==> src/rtl/sram_bus_bridge.sv <==
// Native valid/ready memory bus to NUM_BANKS 1024x32 single-port SRAM macros.
// Zero-fills every bank after reset when INIT_ZERO=1, since the macros power up undefined.
module sram_bus_bridge #(
    parameter int NUM_BANKS = 4,
    parameter bit INIT_ZERO = 1'b1
) (
    input  logic                      clk_i,
    input  logic                      rst_i,
    input  logic                      mem_valid_i,
    output logic                      mem_ready_o,
    input  logic [31:0]               mem_addr_i,
    input  logic [31:0]               mem_wdata_i,
    input  logic [3:0]                mem_wstrb_i,
    output logic [31:0]               mem_rdata_o,
    output logic                      init_done_o,
    output logic [NUM_BANKS-1:0]      sram_cs_o,
    output logic [9:0]                sram_addr_o,
    output logic [31:0]               sram_data_o,
    output logic [3:0]                sram_mask_o,
    output logic                      sram_wren_o,
    input  logic [NUM_BANKS*32-1:0]   sram_data_i
);

    // Bank index needs at least one bit to be a legal vector; it is forced to 0 with one bank.
    localparam int BWV = (NUM_BANKS > 1) ? $clog2(NUM_BANKS) : 1;

    typedef enum logic [1:0] {
        ST_INIT = 2'd0,
        ST_IDLE = 2'd1,
        ST_RD   = 2'd2,
        ST_ACK  = 2'd3
    } state_t;

    state_t            state_q, state_d;
    logic [9:0]        cnt_q, cnt_d;
    logic [BWV-1:0]    bank_q, bank_d;
    logic [31:0]       rdata_q, rdata_d;
    logic              done_q, done_d;
    logic [BWV-1:0]    req_bank_s;

    logic [NUM_BANKS-1:0] cs_s;
    logic [9:0]           addr_s;
    logic [31:0]          data_s;
    logic [3:0]           mask_s;
    logic                 wren_s;

    // Address bits outside word and bank fields are deliberately ignored.
    logic unused_addr_s;
    assign unused_addr_s = ^{mem_addr_i[31:12], mem_addr_i[1:0]};

    function automatic logic [BWV-1:0] bank_of(input logic [31:0] addr);
        if (NUM_BANKS > 1) begin
            bank_of = addr[12 +: BWV];
        end else begin
            bank_of = '0;
        end
    endfunction

    assign req_bank_s = bank_of(mem_addr_i);

    // Next-state, datapath capture and SRAM request decode.
    always_comb begin
        state_d = state_q;
        cnt_d   = cnt_q;
        bank_d  = bank_q;
        rdata_d = rdata_q;
        done_d  = done_q;
        cs_s    = '0;
        addr_s  = 10'd0;
        data_s  = 32'd0;
        mask_s  = 4'h0;
        wren_s  = 1'b0;
        case (state_q)
            ST_INIT: begin
                cs_s   = '1;
                wren_s = 1'b1;
                mask_s = 4'hF;
                addr_s = cnt_q;
                cnt_d  = cnt_q + 10'd1;
                if (cnt_q == 10'd1023) begin
                    state_d = ST_IDLE;
                    done_d  = 1'b1;
                end else begin
                    state_d = ST_INIT;
                end
            end
            ST_IDLE: begin
                if (mem_valid_i) begin
                    cs_s[req_bank_s] = 1'b1;
                    addr_s = mem_addr_i[11:2];
                    data_s = mem_wdata_i;
                    mask_s = mem_wstrb_i;
                    wren_s = |mem_wstrb_i;
                    bank_d = req_bank_s;
                    state_d = (|mem_wstrb_i) ? ST_ACK : ST_RD;
                end else begin
                    state_d = ST_IDLE;
                end
            end
            ST_RD: begin
                // Mux by the bank latched at issue; the live address may already have moved.
                rdata_d = sram_data_i[32*bank_q +: 32];
                state_d = ST_ACK;
            end
            ST_ACK: begin
                state_d = ST_IDLE;
            end
            default: begin
                state_d = ST_IDLE;
            end
        endcase
    end

    // State and datapath registers with synchronous reset.
    always_ff @(posedge clk_i) begin
        if (rst_i) begin
            state_q <= INIT_ZERO ? ST_INIT : ST_IDLE;
            cnt_q   <= 10'd0;
            bank_q  <= '0;
            rdata_q <= 32'd0;
            done_q  <= ~INIT_ZERO;
        end else begin
            state_q <= state_d;
            cnt_q   <= cnt_d;
            bank_q  <= bank_d;
            rdata_q <= rdata_d;
            done_q  <= done_d;
        end
    end

    // Hold the macros idle while reset is applied so no write can slip through.
    assign sram_cs_o   = rst_i ? '0     : cs_s;
    assign sram_addr_o = rst_i ? 10'd0  : addr_s;
    assign sram_data_o = rst_i ? 32'd0  : data_s;
    assign sram_mask_o = rst_i ? 4'h0   : mask_s;
    assign sram_wren_o = rst_i ? 1'b0   : wren_s;

    assign mem_ready_o = (state_q == ST_ACK);
    assign mem_rdata_o = rdata_q;
    assign init_done_o = done_q;

endmodule

==> config.mk <==
export PLATFORM = sky130hd
export DESIGN_NAME = sram_bus_bridge
export DESIGN_NICKNAME = d
export VERILOG_FILES = /design/src/rtl/sram_bus_bridge.sv
export SDC_FILE = /design/constraint.sdc
export NUM_CORES = 1
export LEC_CHECK = 0
export ABC_CLOCK_PERIOD_IN_PS = 3400
export BUFFER_PORTS_ARGS = -buffer_cell sky130_fd_sc_hd__buf_4
export CAP_MARGIN = 5
export CORE_AREA = 2 2 110 112
export CTS_BUF_LIST = sky130_fd_sc_hd__clkbuf_4
export DETAILED_ROUTE_END_ITERATION = 12
export DIE_AREA = 0 0 112 114
export HOLD_SLACK_MARGIN = 0.06
export PLACE_DENSITY = 0.57
export SYNTH_ARGS = -nofsm -noshare
export SYNTH_HDL_FRONTEND = slang
export SYNTH_SLANG_ARGS = --single-unit
==> constraint.sdc <==
create_clock -name clk_i -period 3.4 [get_ports clk_i]
set_input_delay 0.51 -clock clk_i [delete_from_list [all_inputs] [get_ports clk_i]]
set_output_delay 0.51 -clock clk_i [all_outputs]
set_load 0.05 [all_outputs]
; ---- Word level (Yosys, flattened, before mapping)
; Index checks and enable logic that the tools add are counted.
[totals]
register_bits = 47
input_bits = 199
output_inout_bits = 85
elab_cells = 39
[op_classes]
add_sub_neg = 1
order_cmp = 2
eq_ne = 4
shifts = 1
mux = 21
n_reduce_logical = 5
[ops]
columns = cell, count
row1 = $shiftx 128x8->32, 1
row2 = $mux 32, 3
row3 = $mux 10, 2
row4 = $pmux 10 s2, 1
row5 = $mux 4, 4
row6 = $pmux 4 s2, 2
row7 = $add 10x1->10 const B, 1
row8 = $eq 10x10->1 const B, 1
row9 = $pmux 2 s4, 1
row10 = $mux 1, 5
row11 = $eq 2x2->1 const B, 2
row12 = $reduce_and 2->1, 2
row13 = $reduce_or 4->1, 1
row14 = $lt 2x3->1 const B, 1
row15 = $demux 1 s2, 1
row16 = $eq 2x1->1 const B, 1
row17 = $ge 2x1->1 const B, 1
row18 = $logic_not 2->1, 1
row19 = $mux 2, 1
row20 = $pmux 1 s2, 1
row21 = $logic_and 1x1->1, 1

; ---- Longest topological paths before layout
[depth]
word_depth = 7
ltp_mapped = 5
mapped_depth_nobuf = 4

; ---- Least setup slack after synthesis
; Ideal clock, no wire load.
[synth_path]
path_type = in2out
from = input mem_valid_i
to = output sram_cs_o[0]
t_arrival_ns = 2.013
required_time_ns = 2.890
path_slack_ns = 0.877
stages = 3
n_path_buf = 1
cell_sequence = clkbuf_1 -> or3b_2 -> a21oi_1
[synth_via]
elab_chain_cells = 3
[synth_rtl]
columns = item, line
row1 = start: declaration, 9  ; input logic mem_valid_i,
row2 = $mux 4, 88  ; if (mem_valid_i) begin
row3 = $pmux 4 s2, 73  ; case (state_q)
row4 = $mux 4, 132  ; assign sram_cs_o = rst_i ? '0 : cs_s;
row5 = end: declaration, 16  ; output logic [NUM_BANKS-1:0] sram_cs_o,
; No other way between the ends.

; ---- Worst setup path in the final report
[layout_path]
from = register state_q[0]
to = output sram_data_o[20]
[layout_via]
elab_chain_cells = 3
[layout_rtl]
columns = item, line
row1 = start: declaration, 34  ; state_t state_q, state_d;
row2 = start signal: assignment, 117  ; state_q <= INIT_ZERO ? ST_INIT : ST_IDLE;
row3 = start signal: assignment, 123  ; state_q <= state_d;
row4 = $eq 2x1->1, 73
row5 = $mux 32, 73
row6 = $mux 32, 134  ; assign sram_data_o = rst_i ? 32'd0 : data_s;
row7 = end: declaration, 18  ; output logic [31:0] sram_data_o,
; No other way between the ends.

==> impl_results.md <==
- Vias in the first global route: 3189
- Synthesized net count: 471
- Mux contribution to synthesized area: 26.1%
- Tmin final: 2.71 ns
- Util after Layout: 42.7%
- Max stage delay on crit path: 0.72 ns
- Critical path's slowest cell: dfxtp_1
- TritonRoute pass-1 iters: 5
- Max Slew Vio Count: 0
- ANT nets after route: 0
- Crit Reg-Reg Startpoint: state_q[0]
- Wl on met1: between 3 and 4 mm
- WP data arrival: 2.20 ns
- # hold bufs at CTS: 0
- Footprint of the multi-input gates: 1780 µm²
- Iteration-0 DRC Markers: 122
- Clock Tree Root: clkbuf_4
- Leak: between 2 and 2.5 nW
- Kind of start point of the critical path: flop
- Final period util: between 70% and 80%
- Global-route wire length before repair: 15.6 mm
- Met2 WL: 5.62 mm
- Area delta synth->final: 75.9%
- Storage element area: 942 µm²
- Fin area: 5000 µm²
- Synth warn: 0
- Psw: ~280 µW
- Max-cap violations: 0
- Clk_lat worst skew: 0.36 ns
- Critical Path Most Common Cell: buf_4
- Clock power share: between 20% and 30%
- Largest family of logic cells by synthesized area: multiplexers
- Share of cells above drive strength 1: 60.0%
- Synth Area in Compound Gates: 18.0%
- Outcome: finished clean
- Post-Synth Simple-Gate Area: 17.1%
- Final setup fails: 0
- Clk sinks: 47
- WHS Path Cells: 3
- Register bit count reported by yosys: 47
- Filler cells: 1169
- FF-to-FF End: mem_rdata_o[15]
- TNS Setup: 0 ns
- Die W: around 110 µm
- Cts bufs inserted: 5
- # port buffers: 263
- Clk buf depth: 2
- FP Rows: 40
- Worst EP required: 2.89 ns
- Die Y: 114 µm
- Pint: between 800 and 900 µW
- Mapped Area: 2840 µm²
- Post-Synth XOR/XNOR Area: 0.617%
- R2R cell count: 4
- Post CTS Setup Buffer Count: 0
- Ports: around 280
- RSZ-0062 raised after global routing: false
- Final hold viol count: 0
- Initial antenna violation count: 1
- Crit-path leading delay family: flip-flops
- Switching power share of the total: between 20% and 30%
- Total GRT Usage: between 10% and 20%
- Critical path fanouts, max: 32
- CTS tree: yes
- Global route overflow: 0
- Worst-margin pin slew: 0.717 ns
- DRC Markers: 0
- Starting density of the core: 24.3%
- Crit Path Category: reg2out
- DP Area: 4950 µm²
- Synth Area in Adders: 0.441%
- Gates resized, CTS repair: 0
- DP HPWL: 8.41 mm
- DRT Wirelength: 10.4 mm
- Buf+Inv Stages, Crit Path: 2
- Worst Hold Launch: mem_addr_i[13]
- Worst vdd ir: 110 µV
- H-tree depth: 2
- Clock slew at reported path FFs: 0.14 ns
- R2R setup slack: ~1.2 ns
- Nature of the critical path endpoint: primary output
- Most frequent cells in the layout: buf_4, dfxtp_1, and2_1, mux4_2, a22o_1
- Wirelength per Cell: 15.6 µm
- Synth Instances: about 270
- Global placement routability congestion: 0.719
- Nets: between 700 and 800
- Relative slew margins: 52.2%
- Worst path cell trace: nand3b_1 > nor2_1 > buf_4 > and2_1 > buf_4
- Sequential fraction of the synthesis area: between 30% and 40%
- Met3 Wirelength: between 1 and 1.5 mm
- Combinational power share: 25.4%
- Clock skew: 0.0119 ns
- Total power: roughly 1.1 mW
- CP Launch Point: state_q[0]
- Core area: 11700 µm²
- Flop pwr share: 51.5%
- Via count: 3200
- Largest net degree at the start of global routing: 34
- Die area: approximately 13000 µm²
- Vias per std cell: 4.79
- Pwr/cell area: 217 nW/µm²
- Avg Cell Area, Syn: between 10 and 15 µm²
- Post-synth cell types: 31
- Peak Freq: 369 MHz
- Hold WC Path Type: in2reg
- Top routing layer used: met4
- Commonest non-fill, non-tap cell in the layout: buf_4
- Worst Hold End: bank_q[1]
==> routing by layer <==
layer,vias to the layer above,GRT usage [%]
met3,6,4.36
met1,1481,16.8
li1,1535,-
met4,0,3.90
met2,178,29.0
met5,-,0
==> how the worst max path moves through the flow <==
stage / end / slack (ns) / cells after the start
after floorplan: sram_cs_o[0] / 0.88 / 3
after global placement: sram_data_o[24] / 1.19 / 5
after detailed placement: sram_data_o[23] / 1.15 / 5
after CTS: sram_data_o[20] / 0.70 / 5
after global routing: sram_data_o[23] / 0.49 / 5
final: sram_data_o[20] / 0.69 / 5
==> power groups by stage <==
stage | Combinational (mW) | Clock (mW) | Sequential (mW)
floorplan | 0.0910 | 0 | 0.569
global placement | 0.274 | 0 | 0.570
detailed placement | 0.278 | 0 | 0.570
CTS | 0.279 | 0.269 | 0.558
global route | 0.293 | 0.290 | 0.559
finish | 0.275 | 0.250 | 0.558
==> cells by family after synthesis <==
family / after synthesis
buf+inv: 31
xor+xnor: 2
compound gates: 71
simple gates: 85
mux: 34
fa+ha+maj: 1
flops: 47
==> metrics by stage <==
| stage | setup slack [ns] | hold slack (ns) | cells |
|---|---|---|---|
| 6_report | 0.688 | 0.413 | 668 |
| 5_1_grt | 0.494 | 0.398 | 668 |
| 3_5_place_dp | 1.15 | 0.457 | 660 |
| 4_1_cts | 0.703 | 0.398 | 667 |
| 3_3_place_gp | 1.19 | 0.456 | 660 |
| 2_1_floorplan | 0.877 | 0.465 | 271 |
==> synthesized netlist by cell type (all sizes together) <==
| master | n | share of area [%] |
|---|---|---|
| a21oi | 19 | 3.3 |
| or3 | 4 | 0.88 |
| inv | 4 | 0.53 |
| mux2i | 2 | 0.70 |
| o31ai | 3 | 0.79 |
| nor2 | 17 | 2.2 |
| nand4 | 1 | 0.22 |
| nand3 | 4 | 0.70 |
| xnor2 | 2 | 0.62 |
| a22oi | 10 | 2.6 |
| nand4bb | 1 | 0.40 |
| or2 | 1 | 0.22 |
| nand2b | 5 | 1.1 |
| dfxtp | 47 | 33 |
| buf | 10 | 1.8 |
| clkbuf | 17 | 2.2 |
| a211o | 1 | 0.31 |
| o21ai | 6 | 1.1 |
| nor4 | 1 | 0.22 |
| ha | 1 | 0.44 |
| nand2 | 7 | 0.93 |
| mux4 | 32 | 25 |
| or3b | 2 | 0.62 |
| a22o | 32 | 9.9 |
| and2 | 34 | 7.5 |
| nand3b | 3 | 0.79 |
| or4 | 5 | 1.3 |
==> flip-flops by register name, indices dropped and copies added, names as in the netlist, named ones only <==
register     cells
mem_rdata_o     32
cnt_q           10
bank_q           2
init_done_o      1
state_q          1
==> tightest hold or removal path, cell delays in order <==
cell     delay [ns]
buf_4          0.10
mux2i_1        0.06
nor2_1         0.08
==> layout make-up <==
cell class | count | area share [%]
Timing Repair Buffer | 269 | 40.7
Multi-Input combinational cell | 193 | 35.5
Sequential cell | 47 | 18.9
Tap cell | 147 | 3.68
Clock buffer | 5 | 0.751
Inverter | 4 | 0.300
Clock inverter | 2 | 0.175
Antenna cell | 1 | 0.0501
Power figures use the tool's default switching activity.
